===== src/rtl/clk_gate_ctrl.sv =====
`default_nettype none
// ============================================================================
// Module   : clk_gate_ctrl
// Brief    : Idle-driven clock-gate enable controller with a four-phase wake
//            handshake and a saturating gated-cycle statistics counter.
// Revision : 1.0 - initial release
// ============================================================================
module clk_gate_ctrl #(
    parameter int IDLE_W   = 8,
    parameter int WAKE_DLY = 2,
    parameter int CNT_W    = 16
) (
    input  logic              i_clk,
    input  logic              i_rst_n,
    input  logic              i_cg_enable,
    input  logic [IDLE_W-1:0] i_idle_thresh,
    input  logic              i_busy,
    input  logic              i_wake_req,
    output logic              o_wake_ack,
    input  logic              i_test_en,
    output logic              o_clk_en,
    output logic              o_gated,
    input  logic              i_cnt_clr,
    output logic [CNT_W-1:0]  o_gated_cnt
);

    typedef enum logic [1:0] {
        ST_RUN   = 2'd0,
        ST_COUNT = 2'd1,
        ST_GATED = 2'd2,
        ST_WAKE  = 2'd3
    } state_t;

    localparam logic [3:0] c_WAKE_LOAD = 4'(WAKE_DLY);

    state_t              state_q, state_d;
    logic [IDLE_W-1:0]   idle_cnt_q, idle_cnt_d;
    logic [3:0]          wake_cnt_q, wake_cnt_d;
    logic                clk_en_q;
    logic                gated_q;
    logic                ack_q;
    logic [CNT_W-1:0]    gated_cnt_q;
    logic                w_idle;
    logic                w_wake_cond;

    assign w_idle      = i_cg_enable & ~i_busy & ~i_wake_req & (i_idle_thresh != '0);
    assign w_wake_cond = i_busy | i_wake_req | ~i_cg_enable;

    always_comb begin
        state_d    = state_q;
        idle_cnt_d = idle_cnt_q;
        wake_cnt_d = wake_cnt_q;
        case (state_q)
            ST_RUN: begin
                if (w_idle) begin
                    state_d    = ST_COUNT;
                    idle_cnt_d = IDLE_W'(1);
                end else begin
                    idle_cnt_d = '0;
                end
            end
            ST_COUNT: begin
                // Threshold is compared live, so lowering it mid-count gates at once.
                if (!w_idle) begin
                    state_d    = ST_RUN;
                    idle_cnt_d = '0;
                end else if (idle_cnt_q >= i_idle_thresh) begin
                    state_d    = ST_GATED;
                    idle_cnt_d = '0;
                end else if (idle_cnt_q != '1) begin
                    idle_cnt_d = idle_cnt_q + IDLE_W'(1);
                end
            end
            ST_GATED: begin
                idle_cnt_d = '0;
                if (w_wake_cond) begin
                    state_d    = ST_WAKE;
                    wake_cnt_d = c_WAKE_LOAD;
                end
            end
            ST_WAKE: begin
                if (wake_cnt_q <= 4'd1) begin
                    state_d    = ST_RUN;
                    wake_cnt_d = '0;
                end else begin
                    wake_cnt_d = wake_cnt_q - 4'd1;
                end
            end
            default: begin
                state_d    = ST_RUN;
                idle_cnt_d = '0;
                wake_cnt_d = '0;
            end
        endcase
    end

    always_ff @(posedge i_clk) begin
        if (!i_rst_n) begin
            state_q     <= ST_RUN;
            idle_cnt_q  <= '0;
            wake_cnt_q  <= '0;
            clk_en_q    <= 1'b1;
            gated_q     <= 1'b0;
            ack_q       <= 1'b0;
            gated_cnt_q <= '0;
        end else begin
            state_q    <= state_d;
            idle_cnt_q <= idle_cnt_d;
            wake_cnt_q <= wake_cnt_d;
            // Enable drops only after a full cycle in GATED, but rises on the wake edge.
            clk_en_q   <= !((state_q == ST_GATED) && (state_d == ST_GATED));
            gated_q    <= (state_q == ST_GATED);
            ack_q      <= (state_q == ST_RUN) && i_wake_req;
            if (i_cnt_clr) begin
                gated_cnt_q <= '0;
            end else if ((state_q == ST_GATED) && (gated_cnt_q != '1)) begin
                gated_cnt_q <= gated_cnt_q + CNT_W'(1);
            end
        end
    end

    assign o_clk_en    = clk_en_q | i_test_en;
    assign o_gated     = gated_q;
    assign o_wake_ack  = ack_q;
    assign o_gated_cnt = gated_cnt_q;

endmodule
`default_nettype wire


===== config.mk =====
export PLATFORM = sky130hd
export DESIGN_NAME = clk_gate_ctrl
export DESIGN_NICKNAME = d
export VERILOG_FILES = /design/src/rtl/clk_gate_ctrl.sv
export SDC_FILE = /design/constraint.sdc
export NUM_CORES = 1
export LEC_CHECK = 0
export CELL_PAD_IN_SITES_DETAIL_PLACEMENT = 0
export CELL_PAD_IN_SITES_GLOBAL_PLACEMENT = 1
export CORE_MARGIN = 2
export CORE_UTILIZATION = 30
export DETAILED_ROUTE_END_ITERATION = 10
export GPL_ROUTABILITY_DRIVEN = 0
export PLACE_DENSITY_LB_ADDON = 0.05
export SKIP_CTS_REPAIR_TIMING = 1
export SLEW_MARGIN = 10
export SYNTH_ARGS = -nofsm -noshare
export SYNTH_HDL_FRONTEND = slang
export SYNTH_SLANG_ARGS = --single-unit

===== constraint.sdc =====
create_clock -name i_clk -period 3 [get_ports i_clk]
set_input_delay 0.6 -clock i_clk [delete_from_list [all_inputs] [get_ports i_clk]]
set_output_delay 0.6 -clock i_clk [all_outputs]
set_load 0.01 [all_outputs]

==> reports/qor.csv, run 1 <==
metric;value;unit
cap_viol_max_count;0;
flow.area_growth_from_synthesis;24.48;%
worst_r2r_path_depth;8;
worst_skew_pair.late_latency;0.28;ns
gate_count_of_the_mapped_netlist;242;
cts_tree;done;
max_slew_headroom;70.07;%
synth_ff_type;sky130_fd_sc_hd__dfxtp_1;
cellPowerDensity;327.9;nW/um^2
timing_worst_slew_pin_value;0.4448;ns
grt_util_met2;21.88;%
drv_slew;0;
yosys_register_bits;33;
synthesis.area_per_instance;8.257;sq um
path_depth;9;
final_period_minus_worst_setup_slack;2.547;ns
cell_taking_the_most_area_after_synthesis;sky130_fd_sc_hd__dfxtp_1;
most_repeated_cell_in_the_gate_level_netlist_after_synthesis;sky130_fd_sc_hd__dfxtp_1;
synthesized_netlist_net_count;275;
p_leak;0.9138;nW
synth.yosys.seq_area_share;33.06;%
finalCritPeriodShare;84.91;%
cts_inserted_buffers;5;
die_x;85.61;um
number_of_global_route_vias_before_repair;1754;
detailed_place.area;2414;sq um
detail_route.drc_violations;0;
synthTopCellsByCount;sky130_fd_sc_hd__dfxtp_1 (33), sky130_fd_sc_hd__nor2_1 (26), sky130_fd_sc_hd__inv_1 (22);
detail-route-antenna-nets;0;
detailed_place_hpwl;3596;um
cts_buffer_depth;2;
path_cells;clkdlybuf4s50_1, inv_1, ha_1, o21a_1, a21oi_2, o31ai_4, nor2_1, o21a_1, or3b_1;
chipHeight;85.61;um
drt_pre_antenna_iters;4;
fmax;392.6;MHz
ys_top_cells_by_area;sky130_fd_sc_hd__dfxtp_1 (33%), sky130_fd_sc_hd__ha_1 (11%), sky130_fd_sc_hd__nor2_1 (4.9%);
synth-async-reset-ratio;0;%
worst_setup_path_start_kind;input pin;
grt_setup_unrepaired;false;
whs_endpoint;o_gated_cnt[9];
drt-total-wl;4702;um
mappedNetlistArea;1998;sq um
end_kind;flip-flop;
global_route.peak_usage_layer;met2;
holdPathStages;2;
synthesis.yosys.warnings;0;
run_status;complete, no violations;
cts.htree.levels;2;
critPathMaxFanout;5;
yosys.cell_types.count;45;
global_route.usage.met3;4.716;%
initial_core_util;31.29;%
drive_gt1_share;8.273;%
setup_tns;0;ns
clock_skew;0.004529;ns
worst_ep_required_time;3.16;ns
row_count;29;
grt_first_pass_wirelength;8390;um
ctsRootBufferMaster;sky130_fd_sc_hd__clkbuf_8;
cp_data_arrival_time;2.71;ns
timing_hold_violations_final;0;
post_drt_wl_per_cell;13.25;um
synth_enable_flop_cells;0;
final_cell_area;2487;sq um
globalRouteTotalUtil;14.28;%
path_buf_inv;2;
cts.reportedPaths.clkPinSlew;0.07;ns
numClockSinks;33;
grt_start_max_net_pins;11;
gr-usage-met1;19.11;%
worstSetupPathType;input pin to flip-flop;
post-layout-total-power;815.7;uW
io_buffer_count;33;
die_area;7329;sq um
worst_hold_path_type;flip-flop to flip-flop;
rr_startpoint;idle_cnt_q[0];
cp_slowest_stage_delay;0.50;ns
critical_path.reg2reg.endpoint;clk_en_q;
report.final.setup_viol;0;
antenna_found_initial;0;
io_pins;34;
critPathMostFrequentCell;sky130_fd_sc_hd__o21a_1;
hold_path_startpoint;o_gated_cnt[9];
grt_overflow_total;0;
yosys.area.top_type_share;33.06;%
vias;1739;
slowest_stage;sky130_fd_sc_hd__clkdlybuf4s50_1;
vdd_ir_drop_max;0.1934;mV
antennaDiodeCount;0;
post_drt_via_cell_ratio;4.899;
postLayoutCoreUtil;38.95;%
core_area;6386;sq um
rrSetupSlack;0.82;ns
drt_iter0_markers;74;
final_net_count;312;
critical_path.top_delay_family;compound AO/OA/AOI/OAI gates;
-- cell usage in the layout (no fill, tap or decap), types with 4 or more instances in the layout --
cell	count
sky130_fd_sc_hd__nand3_1	13
sky130_fd_sc_hd__o21ai_0	14
sky130_fd_sc_hd__xor2_1	5
sky130_fd_sc_hd__o21ai_1	5
sky130_fd_sc_hd__ha_1	18
sky130_fd_sc_hd__nand2b_1	4
sky130_fd_sc_hd__clkdlybuf4s50_1	33
sky130_fd_sc_hd__dfxtp_1	33
sky130_fd_sc_hd__a21oi_1	11
sky130_fd_sc_hd__inv_1	22
sky130_fd_sc_hd__and4_1	4
sky130_fd_sc_hd__xnor2_1	6
sky130_fd_sc_hd__and3_1	6
sky130_fd_sc_hd__nor2_1	26
sky130_fd_sc_hd__nand2_1	14
sky130_fd_sc_hd__nor3_1	13
sky130_fd_sc_hd__clkbuf_8	5
-- layer usage --
metal  vias to the layer above  routed length, um  part of all wire [%]
met5                         -                  0                     0
met4                         0                 38                  0.81
met3                         4                187                   4.0
met2                        27               2070                    44
met1                       790               2406                    51
li1                        918                  -                     -
-- metrics by stage --
stage | hold WS, ns | instances | setup WS (ns)
finish | 0.5123 | 355 | 0.4528
global route | 0.5351 | 355 | 0.3347
CTS | 0.5137 | 355 | 0.4391
detailed placement | 0.4985 | 349 | 0.1321
global placement | 0.4979 | 349 | 0.1326
floorplan | 0.4777 | 242 | 0.8341
-- worst reg2reg max path: cells and delay by family, from the launching register on --
family | cells | cell delay [ns]
flip-flops | 1 | 0.43
adder cells (fa/ha/maj) | 1 | 0.27
AO/OA/AOI/OAI | 3 | 0.64
AND/OR/NAND/NOR | 3 | 0.62
buffers and inverters | 1 | 0.09
-- cell families (layout without fill, tap and decap cells) --
| kind of cell | Yosys count | in the layout | share of synthesized area, % |
|---|---|---|---|
| AO/OA/AOI/OAI | 47 | 47 | 17.03 |
| XOR/XNOR | 11 | 11 | 4.821 |
| adder cells (fa/ha/maj) | 18 | 18 | 11.27 |
| AND/OR/NAND/NOR | 104 | 104 | 27.30 |
| multiplexers | 2 | 2 | 1.064 |
| flip-flops | 33 | 33 | 33.06 |
| buffers and inverters | 27 | 63 | 5.447 |
-- registers in the layout (all words and copies together) (netlist names) --
| signal | count |
|---|---|
| clk_en_q | 1 |
| o_gated | 1 |
| state_q | 2 |
| idle_cnt_q | 8 |
| o_wake_ack | 1 |
| wake_cnt_q | 4 |
| o_gated_cnt | 16 |
-- cell type report --
| cell class | instances | area, sq um |
|---|---|---|
| fillers | 687 | 3899 |
| multi-input cells | 182 | 1229 |
| flip-flops and latches | 33 | 660.6 |
| repair buffers | 35 | 345.3 |
| well taps | 77 | 96.34 |
| inverters | 22 | 82.58 |
| clock buffers | 5 | 68.82 |
| clock inverters | 1 | 5.005 |
-- power by group --
group,switching [mW],internal [mW],total [mW]
logic,0.0274,0.0322,0.0596
registers,0.00210,0.440,0.442
clock network,0.161,0.153,0.314
-- worst max-delay path by stage --
| stage | start | to |
|---|---|---|
| finish | i_idle_thresh[4] | clk_en_q |
| global route | i_idle_thresh[4] | clk_en_q |
| CTS | i_idle_thresh[4] | clk_en_q |
| detailed placement | i_idle_thresh[4] | clk_en_q |
| global placement | i_idle_thresh[4] | clk_en_q |
| floorplan | i_idle_thresh[2] | idle_cnt_q[2] |
Power figures use the tool's default switching activity.
==> run 2, diff against run 1 <==
clock period = 2.6 ns   (was 3 ns; I/O delays follow)
==> reports/qor.csv, run 2 (same netlist as run 1, synthesis figures left out) <==
metric;value;unit
worst_ep_required_time;2.83;ns
post_drt_via_cell_ratio;4.840;
row_count;29;
layout_common_cells;sky130_fd_sc_hd__dfxtp_1 (33), sky130_fd_sc_hd__clkdlybuf4s50_1 (33), sky130_fd_sc_hd__nor2_1 (26), sky130_fd_sc_hd__inv_1 (22), sky130_fd_sc_hd__ha_1 (18);
grt_overflow_total;0;
detail-route-antenna-nets;0;
cellPowerDensity;384.1;nW/um^2
worstSetupPathType;input pin to flip-flop;
max_slew_headroom;68.92;%
number_of_global_route_vias_before_repair;1686;
multi_input_area;1229;sq um
p_leak;0.9483;nW
worst_setup_path_start_kind;input pin;
global_route.peak_usage_layer;met2;
grt_start_max_net_pins;12;
critical_path.top_delay_family;compound AO/OA/AOI/OAI gates;
cts_inserted_buffers;5;
numClockSinks;33;
p_int;732.4;uW
share_seq_of_total_power;52.1;%
detailed_place.area;2459;sq um
core_area;6386;sq um
cp_slowest_stage_delay;0.47;ns
rrSetupSlack;0.44;ns
grt_first_pass_wirelength;7990;um
final_net_count;318;
critPathMaxFanout;5;
cp_data_arrival_time;2.64;ns
antennaDiodeCount;0;
grt_util_met2;21.66;%
run_status;complete, no violations;
global_route.usage.met3;3.850;%
cap_viol_max_count;0;
drt_pre_antenna_iters;4;
drv_slew;0;
timing_worst_slew_pin_value;0.4619;ns
cts.reportedPaths.clkPinSlew;0.07;ns
die_x;85.61;um
p_clk_share;40.5;%
io_buffer_count;33;
power.share.switching;25.07;%
largest_register_ffs;16;
gr-usage-met1;17.83;%
timing_hold_violations_final;0;
pwr-share-comb;7.4;%
cts_buffer_depth;2;
detail_route.drc_violations;0;
sequential_cell_area;660.6;sq um
antenna_found_initial;0;
path_cells;clkdlybuf4s50_1, inv_1, ha_1, or3_2, a21oi_2, o31ai_4, o31ai_4, nand2_2, o21ai_1;
drt_iter0_markers;49;
initial_core_util;31.29;%
io_pins;34;
globalRouteTotalUtil;13.66;%
flow.area_growth_from_synthesis;27.36;%
slowest_stage;sky130_fd_sc_hd__clkdlybuf4s50_1;
fill_cells;664;
cts_tree;done;
final_period_minus_worst_setup_slack;2.412;ns
drive_gt1_share;10.84;%
ctsRootBufferMaster;sky130_fd_sc_hd__clkbuf_8;
vdd_ir_drop_max;0.1888;mV
clock_skew;0.007244;ns
end_kind;flip-flop;
setup_tns;0;ns
critPathMostFrequentCell;sky130_fd_sc_hd__o31ai_4;
chipHeight;85.61;um
final_cell_area;2545;sq um
fmax;414.5;MHz
vias;1757;
die_area;7329;sq um
grt_setup_unrepaired;false;
post_drt_wl_per_cell;12.74;um
cts.htree.levels;2;
finalCritPeriodShare;92.78;%
worst_hold_path_type;flip-flop to flip-flop;
power_switching;245.1;uW
report.final.setup_viol;0;
detailed_place_hpwl;3549;um
drt-total-wl;4626;um
worst_skew_pair.late_latency;0.29;ns
post-layout-total-power;977.5;uW
path_buf_inv;2;
-- run 2: metrics by stage --
stage                     hold slack, ns  instances  setup WS, ns  util, %
after floorplan                   0.4777        242        0.5141        -
after detailed placement          0.4992        355       -0.1234    38.50
after global placement            0.4968        355       -0.1097    38.50
after CTS                         0.5139        363        0.1586    39.85
after global routing              0.5343        363       0.06208    39.85
final                             0.5097        363        0.1877    39.85
-- run 2: layout make-up --
type	instances	share of cell area [%]
sequential	33	25.96
tap	77	3.786
inverter	22	3.245
clock inverter	3	0.6883
multi-input combinational	182	48.28
timing repair buffer	41	15.34
clock buffer	5	2.704
-- run 2: routing by layer --
layer  wire length, um  part of all wire (%)
met1              2354                    51
met2              2014                    44
met3               187                   4.0
met4                70                   1.5
met5                 0                     0
-- run 2: path summary, 6_finish.rpt --
kind                                  startpoint             end  cells past startpoint
worst max-delay path            i_idle_thresh[2]   idle_cnt_q[2]                      9
worst min-delay path              o_gated_cnt[9]  o_gated_cnt[9]                      2
worst max register to register     idle_cnt_q[0]        clk_en_q                      8
worst min register to register    o_gated_cnt[9]  o_gated_cnt[9]                      2
-- run 2: tightest hold or removal path: cells and delay by family (launching register included) --
| kind | cells | cell delay [ns] |
|---|---|---|
| flip-flops | 1 | 0.33 |
| AO/OA/AOI/OAI | 2 | 0.14 |
-- run 2: power groups by stage --
stage               Clock (mW)  Sequential [mW]  Combinational [mW]
CTS                      0.408            0.510              0.0730
floorplan                    0            0.521              0.0335
global placement             0            0.522              0.0734
global route             0.435            0.510              0.0795
detailed placement           0            0.522              0.0727
finish                   0.396            0.510              0.0720
